--- src/rtl/alu_ctrl_if.sv ---
// Purpose : bundles the command, register-load, ALU-drive, result and debug
//           signals of alu_ctrl so one port connects sequencer, ALU and debug.
// Ports   : slave modport = the controller, master modport = the sequencer/ALU side.
// Latency/backpressure: none here; cmd_valid/cmd_ready handshake is owned by alu_ctrl.
interface alu_ctrl_if;
    // command handshake from the instruction sequencer
    logic       cmd_valid;
    logic       cmd_ready;
    logic [2:0] cmd_op;
    logic [1:0] cmd_ra;
    logic [1:0] cmd_rb;
    logic [1:0] cmd_rd;
    logic       cmd_wb;
    // external register load
    logic       ld_en;
    logic [1:0] ld_addr;
    logic [7:0] ld_data;
    // combinational ALU
    logic [7:0] alu_a;
    logic [7:0] alu_b;
    logic [2:0] alu_s;
    logic [7:0] alu_out;
    logic       alu_z;
    logic       alu_n;
    logic       alu_c;
    logic       alu_v;
    // results and debug read port
    logic [7:0] result;
    logic [3:0] flags;
    logic       done;
    logic [1:0] dbg_addr;
    logic [7:0] dbg_data;

    modport slave (
        input  cmd_valid, cmd_op, cmd_ra, cmd_rb, cmd_rd, cmd_wb,
        input  ld_en, ld_addr, ld_data,
        input  alu_out, alu_z, alu_n, alu_c, alu_v,
        input  dbg_addr,
        output cmd_ready, alu_a, alu_b, alu_s,
        output result, flags, done, dbg_data
    );

    modport master (
        output cmd_valid, cmd_op, cmd_ra, cmd_rb, cmd_rd, cmd_wb,
        output ld_en, ld_addr, ld_data,
        output alu_out, alu_z, alu_n, alu_c, alu_v,
        output dbg_addr,
        input  cmd_ready, alu_a, alu_b, alu_s,
        input  result, flags, done, dbg_data
    );
endinterface

--- src/rtl/alu_ctrl.sv ---
// Purpose : command-side driver for an 8-bit combinational ALU with a 4-entry
//           register file; reads operands, drives the ALU, captures result/flags,
//           optionally writes back and pulses done.
// Latency : accept at edge k -> capture at edge k+SETTLE, done high during that cycle.
// Backpressure: cmd_ready is high only in IDLE; one command per SETTLE+1 cycles.
// Ports   : clk, rst (async, active-high) plus the alu_ctrl_if slave modport.
module alu_ctrl #(
    // cycles the ALU inputs are held before capture; legal range 1..15
    parameter int unsigned SETTLE = 1
) (
    input  logic      clk,
    input  logic      rst,
    alu_ctrl_if.slave bus
);
    typedef enum logic {
        IDLE  = 1'b0,
        DRIVE = 1'b1
    } state_t;

    localparam logic [3:0] CNT_INIT = 4'(SETTLE - 1);

    state_t     state_q, state_d;
    logic [3:0] cnt_q, cnt_d;
    logic [1:0] rd_q, rd_d;
    logic       wb_q, wb_d;
    logic [7:0] alu_a_q, alu_a_d;
    logic [7:0] alu_b_q, alu_b_d;
    logic [2:0] alu_s_q, alu_s_d;
    logic [7:0] result_q, result_d;
    logic [3:0] flags_q, flags_d;
    logic       done_q, done_d;
    logic [7:0] regs_q [4];
    logic       capture;

    always_comb begin
        state_d  = state_q;
        cnt_d    = cnt_q;
        rd_d     = rd_q;
        wb_d     = wb_q;
        alu_a_d  = alu_a_q;
        alu_b_d  = alu_b_q;
        alu_s_d  = alu_s_q;
        result_d = result_q;
        flags_d  = flags_q;
        done_d   = 1'b0;
        capture  = 1'b0;
        case (state_q)
            IDLE: begin
                if (bus.cmd_valid) begin
                    // operands are snapshotted here; later loads cannot disturb them
                    alu_a_d = regs_q[bus.cmd_ra];
                    alu_b_d = regs_q[bus.cmd_rb];
                    alu_s_d = bus.cmd_op;
                    rd_d    = bus.cmd_rd;
                    wb_d    = bus.cmd_wb;
                    cnt_d   = CNT_INIT;
                    state_d = DRIVE;
                end
            end
            DRIVE: begin
                if (cnt_q != 4'd0) begin
                    cnt_d = cnt_q - 4'd1;
                end else begin
                    capture  = 1'b1;
                    result_d = bus.alu_out;
                    flags_d  = {bus.alu_z, bus.alu_n, bus.alu_c, bus.alu_v};
                    done_d   = 1'b1;
                    state_d  = IDLE;
                end
            end
        endcase
    end

    always_ff @(posedge clk or posedge rst) begin
        if (rst) begin
            state_q  <= IDLE;
            cnt_q    <= '0;
            rd_q     <= '0;
            wb_q     <= 1'b0;
            alu_a_q  <= '0;
            alu_b_q  <= '0;
            alu_s_q  <= '0;
            result_q <= '0;
            flags_q  <= '0;
            done_q   <= 1'b0;
        end else begin
            state_q  <= state_d;
            cnt_q    <= cnt_d;
            rd_q     <= rd_d;
            wb_q     <= wb_d;
            alu_a_q  <= alu_a_d;
            alu_b_q  <= alu_b_d;
            alu_s_q  <= alu_s_d;
            result_q <= result_d;
            flags_q  <= flags_d;
            done_q   <= done_d;
        end
    end

    // Register file: write-back takes priority over an external load to the
    // same address; loads to other addresses land on the same edge.
    always_ff @(posedge clk or posedge rst) begin
        if (rst) begin
            for (int i = 0; i < 4; i++) begin
                regs_q[i] <= '0;
            end
        end else begin
            for (int i = 0; i < 4; i++) begin
                if (capture && wb_q && (rd_q == 2'(i))) begin
                    regs_q[i] <= bus.alu_out;
                end else if (bus.ld_en && (bus.ld_addr == 2'(i))) begin
                    regs_q[i] <= bus.ld_data;
                end
            end
        end
    end

    assign bus.cmd_ready = (state_q == IDLE);
    assign bus.alu_a     = alu_a_q;
    assign bus.alu_b     = alu_b_q;
    assign bus.alu_s     = alu_s_q;
    assign bus.result    = result_q;
    assign bus.flags     = flags_q;
    assign bus.done      = done_q;
    assign bus.dbg_data  = regs_q[bus.dbg_addr];
endmodule

--- src/flat_wrapper.sv ---
// flat-port wrapper written by rule: the top's interface ports become plain ports
module alu_ctrl_flat 
#(
                                                                       
    parameter int unsigned SETTLE = 1
)
  (clk, rst, bus_cmd_valid, bus_cmd_op, bus_cmd_ra, bus_cmd_rb, bus_cmd_rd, bus_cmd_wb, bus_ld_en, bus_ld_addr, bus_ld_data, bus_alu_out, bus_alu_z, bus_alu_n, bus_alu_c, bus_alu_v, bus_dbg_addr, bus_cmd_ready, bus_alu_a, bus_alu_b, bus_alu_s, bus_result, bus_flags, bus_done, bus_dbg_data);
  alu_ctrl_if bus_i ();
  input  logic clk;
  input  logic rst;
  input wire logic [$bits(bus_i.cmd_valid)-1:0] bus_cmd_valid;
  input wire logic [$bits(bus_i.cmd_op)-1:0] bus_cmd_op;
  input wire logic [$bits(bus_i.cmd_ra)-1:0] bus_cmd_ra;
  input wire logic [$bits(bus_i.cmd_rb)-1:0] bus_cmd_rb;
  input wire logic [$bits(bus_i.cmd_rd)-1:0] bus_cmd_rd;
  input wire logic [$bits(bus_i.cmd_wb)-1:0] bus_cmd_wb;
  input wire logic [$bits(bus_i.ld_en)-1:0] bus_ld_en;
  input wire logic [$bits(bus_i.ld_addr)-1:0] bus_ld_addr;
  input wire logic [$bits(bus_i.ld_data)-1:0] bus_ld_data;
  input wire logic [$bits(bus_i.alu_out)-1:0] bus_alu_out;
  input wire logic [$bits(bus_i.alu_z)-1:0] bus_alu_z;
  input wire logic [$bits(bus_i.alu_n)-1:0] bus_alu_n;
  input wire logic [$bits(bus_i.alu_c)-1:0] bus_alu_c;
  input wire logic [$bits(bus_i.alu_v)-1:0] bus_alu_v;
  input wire logic [$bits(bus_i.dbg_addr)-1:0] bus_dbg_addr;
  output wire logic [$bits(bus_i.cmd_ready)-1:0] bus_cmd_ready;
  output wire logic [$bits(bus_i.alu_a)-1:0] bus_alu_a;
  output wire logic [$bits(bus_i.alu_b)-1:0] bus_alu_b;
  output wire logic [$bits(bus_i.alu_s)-1:0] bus_alu_s;
  output wire logic [$bits(bus_i.result)-1:0] bus_result;
  output wire logic [$bits(bus_i.flags)-1:0] bus_flags;
  output wire logic [$bits(bus_i.done)-1:0] bus_done;
  output wire logic [$bits(bus_i.dbg_data)-1:0] bus_dbg_data;
  assign bus_i.cmd_valid = bus_cmd_valid;
  assign bus_i.cmd_op = bus_cmd_op;
  assign bus_i.cmd_ra = bus_cmd_ra;
  assign bus_i.cmd_rb = bus_cmd_rb;
  assign bus_i.cmd_rd = bus_cmd_rd;
  assign bus_i.cmd_wb = bus_cmd_wb;
  assign bus_i.ld_en = bus_ld_en;
  assign bus_i.ld_addr = bus_ld_addr;
  assign bus_i.ld_data = bus_ld_data;
  assign bus_i.alu_out = bus_alu_out;
  assign bus_i.alu_z = bus_alu_z;
  assign bus_i.alu_n = bus_alu_n;
  assign bus_i.alu_c = bus_alu_c;
  assign bus_i.alu_v = bus_alu_v;
  assign bus_i.dbg_addr = bus_dbg_addr;
  assign bus_cmd_ready = bus_i.cmd_ready;
  assign bus_alu_a = bus_i.alu_a;
  assign bus_alu_b = bus_i.alu_b;
  assign bus_alu_s = bus_i.alu_s;
  assign bus_result = bus_i.result;
  assign bus_flags = bus_i.flags;
  assign bus_done = bus_i.done;
  assign bus_dbg_data = bus_i.dbg_data;
  alu_ctrl #(.SETTLE(SETTLE)) u_core (.clk(clk), .rst(rst), .bus(bus_i));
endmodule
--- config.mk ---
export PLATFORM = sky130hd
export DESIGN_NAME = alu_ctrl_flat
export DESIGN_NICKNAME = d
export VERILOG_FILES = /design/src/rtl/alu_ctrl_if.sv /design/src/rtl/alu_ctrl.sv /design/src/flat_wrapper.sv
export SDC_FILE = /design/constraint.sdc
export NUM_CORES = 1
export LEC_CHECK = 0
export CAP_MARGIN = 20
export CORE_ASPECT_RATIO = 1.2
export CORE_MARGIN = 5
export CORE_UTILIZATION = 51
export CTS_BUF_LIST = sky130_fd_sc_hd__clkbuf_16
export DETAILED_ROUTE_END_ITERATION = 8
export PLACE_DENSITY = 0.8
export SLEW_MARGIN = 20
export SYNTH_ARGS = -nofsm -noshare
export SYNTH_HDL_FRONTEND = slang
export SYNTH_SLANG_ARGS = --single-unit
--- constraint.sdc ---
create_clock -name clk -period 2.6 [get_ports clk]
set_input_delay 0.26 -clock clk [delete_from_list [all_inputs] [get_ports clk]]
set_output_delay 0.26 -clock clk [all_outputs]
set_load 0.05 [all_outputs]
==> impl_metrics.py <==
metrics = {
    "outcome": {
        "outcome": "complete, no violations",
    },
    "synth": {
        "synthTopCellsByArea": "sky130_fd_sc_hd__dfrtp_1 (48%), sky130_fd_sc_hd__mux2_2 (22%), sky130_fd_sc_hd__mux4_2 (14%)",
        "yosysUniqueCellTypes": 29,
        "post_synth_most_frequent_cells": "sky130_fd_sc_hd__mux2_2 (75), sky130_fd_sc_hd__dfrtp_1 (72), sky130_fd_sc_hd__nand2_1 (66)",
        "syn_nets": 320,
        "ys_warn_count": 0,
        "synth_largest_type_area_fraction": 0.476,
        "synthesis.area_um2": 3780,
        "synth_seq_area_share": 0.476,
        "most_common_cell_in_the_netlist": "sky130_fd_sc_hd__mux2_2",
        "ys_dominant_reg_cell": "sky130_fd_sc_hd__dfrtp_1",
        "ys_seq_elements": 72,
        "synth_area_per_cell_um2": 13.5,
        "synth_cells": 281,
        "yosysTopAreaCell": "sky130_fd_sc_hd__dfrtp_1",
        "synth_edf_count": 0,
        "synth_async_sr_flop_share": 1.00,
    },
    "timing": {
        "clock_skew_ns": 0.00302,
        "max_slew_margin": 0.634,
        "setup_tns_ns": 0,
        "fin_crit_sh": 0.758,
        "finalSetupViolations": 0,
        "grt_setup_unrepaired": "false",
        "finalWorstPathRequiredPeriod_ns": 1.97,
        "report.final.hold_viol_count": 0,
        "finalMaxSlewViolations": 0,
        "timing.fmax_mhz": 507,
        "worst_pin_slew_ns": 0.547,
    },
    "grt": {
        "number_of_antenna_violations_at_the_first_check_in_global_routing": 0,
        "grt_util_met1": 0.284,
        "grt_pass1_wl_um": 15000,
        "global_route.usage.total": 0.218,
        "groute.layer.met2.usage": 0.342,
        "grt_residual_overflow": 0,
        "first_global_vias": 2875,
        "grtUsageMet3": 0.0428,
        "maximum_number_of_pins_on_one_net_before_global_route_repair": 73,
        "most_congested_layer_reported_by_global_routing": "met2",
    },
    "clocking": {
        "cts_max_path_bufs": 2,
        "hold_buffers": 0,
        "tritoncts": "yes",
        "cts_max_level": 3,
        "ctsRootBufferMaster": "sky130_fd_sc_hd__clkbuf_16",
        "clk_pin_slew_ns": 0.05,
        "post-cts-setup-buffers": 0,
        "cts_inserted_buffers": 9,
        "clk_latency_ns": 0.32,
        "cts_repair_resize_count": 0,
        "clkSinkCount": 72,
    },
    "detailed_routing": {
        "detail_route.first_pass.iterations": 4,
        "post-route-drc-count": 0,
        "detail_route.iter0.violations": 160,
        "avgViaCountPerCell": 5.70,
        "route.detailed.wl_per_inst_um": 19.9,
        "finalWirelength_um": 9150,
        "postRouteAntennaNets": 0,
        "route.vias.total": 2629,
    },
    "cells_and_area": {
        "insertedDiodeCount": 0,
        "finalNetCount": 405,
        "layoutNonFillerInstCount": 461,
        "final_core_utilization": 0.681,
        "syn2layout_area_growth_pct": 30.2,
        "final_design_area_no_fill_um2": 4920,
        "layout_cell_share_with_drive_strength_beyond_1": 0.372,
    },
    "place": {
        "dp_cells": 445,
        "dp_hpwl_um": 6500,
        "globalplace.congestion": 0.846,
        "placement.cell_area_um2": 4670,
        "portBuffers": 78,
    },
    "floorplanning": {
        "floorplan.die.width_um": 88.6,
        "fp-row-count": 34,
        "die_height_um": 104,
        "floorplan.io_pins": 79,
        "core_um2": 7230,
        "die_area_um2": 9250,
        "initial_core_utilization": 0.523,
    },
    "critical_path": {
        "worstPathRequired_ns": 2.34,
        "worst-setup-path-type": "in -> out",
        "timing.critical_path.fanout_max": 5,
        "critPathCaptureType": "primary output",
        "cp.arrival_ns": 1.71,
        "setup.worst_path.start_class": "input port",
    },
    "job": {
        "drv_cap": 0,
    },
    "pwr": {
        "vdd.ir_drop.worst_v": 0.000714,
        "cell_leakage_power_nw": 2.12,
        "power.density_nw_per_um2": 852,
    },
    "hold_path": {
        "hold_class": "in -> async",
    },
}
==> report_power, final <==
| part | total, mW | switching (mW) | internal [mW] | leakage [nW] |
|---|---|---|---|---|
| sequential | 1.57 | 0.202 | 1.37 | 0.864 |
| clock | 1.05 | 0.428 | 0.625 | 0.133 |
| combinational | 1.58 | 0.857 | 0.719 | 1.12 |
| total | 4.20 | 1.49 | 2.71 | 2.12 |
==> cell type report <==
class	count	area (um2)
fillers	525	2310
multi-input cells	191	1890
flip-flops and latches	72	1800
repair buffers	87	841
clock buffers	9	225
well taps	90	113
clock inverters	7	30.0
inverters	5	18.8
==> flip-flops by register name, summed over array words and instances, names as in the netlist <==
| register | cells |
|---|---|
| u_core.bus.alu_a | 8 |
| u_core.bus.alu_b | 8 |
| u_core.bus.alu_s | 3 |
| u_core.bus.done | 1 |
| u_core.bus.flags | 4 |
| u_core.bus.result | 8 |
| u_core.cnt_q | 4 |
| u_core.rd_q | 2 |
| u_core.regs_q | 32 |
| u_core.state_q | 1 |
| u_core.wb_q | 1 |
==> path summary, 6_finish.rpt <==
| path | start | end | slack [ns] | depth (start not counted) |
|---|---|---|---|---|
| min in group clk | bus_cmd_op[2] | u_core.bus.alu_s[2] | 0.47 | 3 |
| hold / removal | rst | u_core.bus.done | 0.31 | 3 |
| hold reg to reg | u_core.bus.alu_s[2] | u_core.bus.alu_s[2] | 0.47 | 2 |
| setup reg to reg | u_core.cnt_q[0] | u_core.regs_q[21] | 0.67 | 5 |
| setup / recovery | bus_dbg_addr[1] | bus_dbg_data[7] | 0.63 | 3 |
| max in group asynchronous | rst | u_core.bus.alu_a[3] | 1.95 | 3 |
==> per-layer routing <==
layer | vias up | wire (um)
met5 | - | 0
met4 | 0 | 268
met3 | 26 | 620
met2 | 119 | 4600
met1 | 1290 | 3660
li1 | 1194 | -
==> critical path, stage by stage <==
cell                              delay, ns
sky130_fd_sc_hd__clkdlybuf4s50_1       0.67
sky130_fd_sc_hd__mux4_2                0.57
sky130_fd_sc_hd__buf_4                 0.21
==> placed cells by master (no fill, tap or decap), drive strengths merged <==
cell            n
mux2           76
dfrtp          72
clkdlybuf4s50  70
nand2          67
mux4           24
buf            17
clkbuf          9
inv             6
clkinv          6
o21ai           3
nor3b           3
nand4b          2
nand2b          2
o211ai          2
nand3b          2
nand3           2
and4bb          1
mux2i           1
nor2b           1
nor3            1
xnor2           1
o22ai           1
nand4           1
ha              1
==> per-stage QoR <==
stage	setup WS, ns	total power [mW]	hold slack, ns
4_1_cts	0.628	4.23	0.351
2_1_floorplan	0.515	2.65	0.365
3_5_place_dp	0.448	3.16	0.462
6_report	0.629	4.20	0.312
5_1_grt	0.568	4.40	0.374
3_3_place_gp	0.529	3.10	0.456
==> kinds of logic after synthesis <==
| group | count (synthesis) | synth area share |
|---|---|---|
| compound gates | 6 | 0.00959 |
| xor+xnor | 1 | 0.00232 |
| fa+ha+maj | 1 | 0.00331 |
| buf+inv | 18 | 0.0228 |
| flops | 72 | 0.476 |
| mux | 101 | 0.373 |
| simple gates | 82 | 0.113 |
Note: power is estimated with default switching activity, not from simulation.
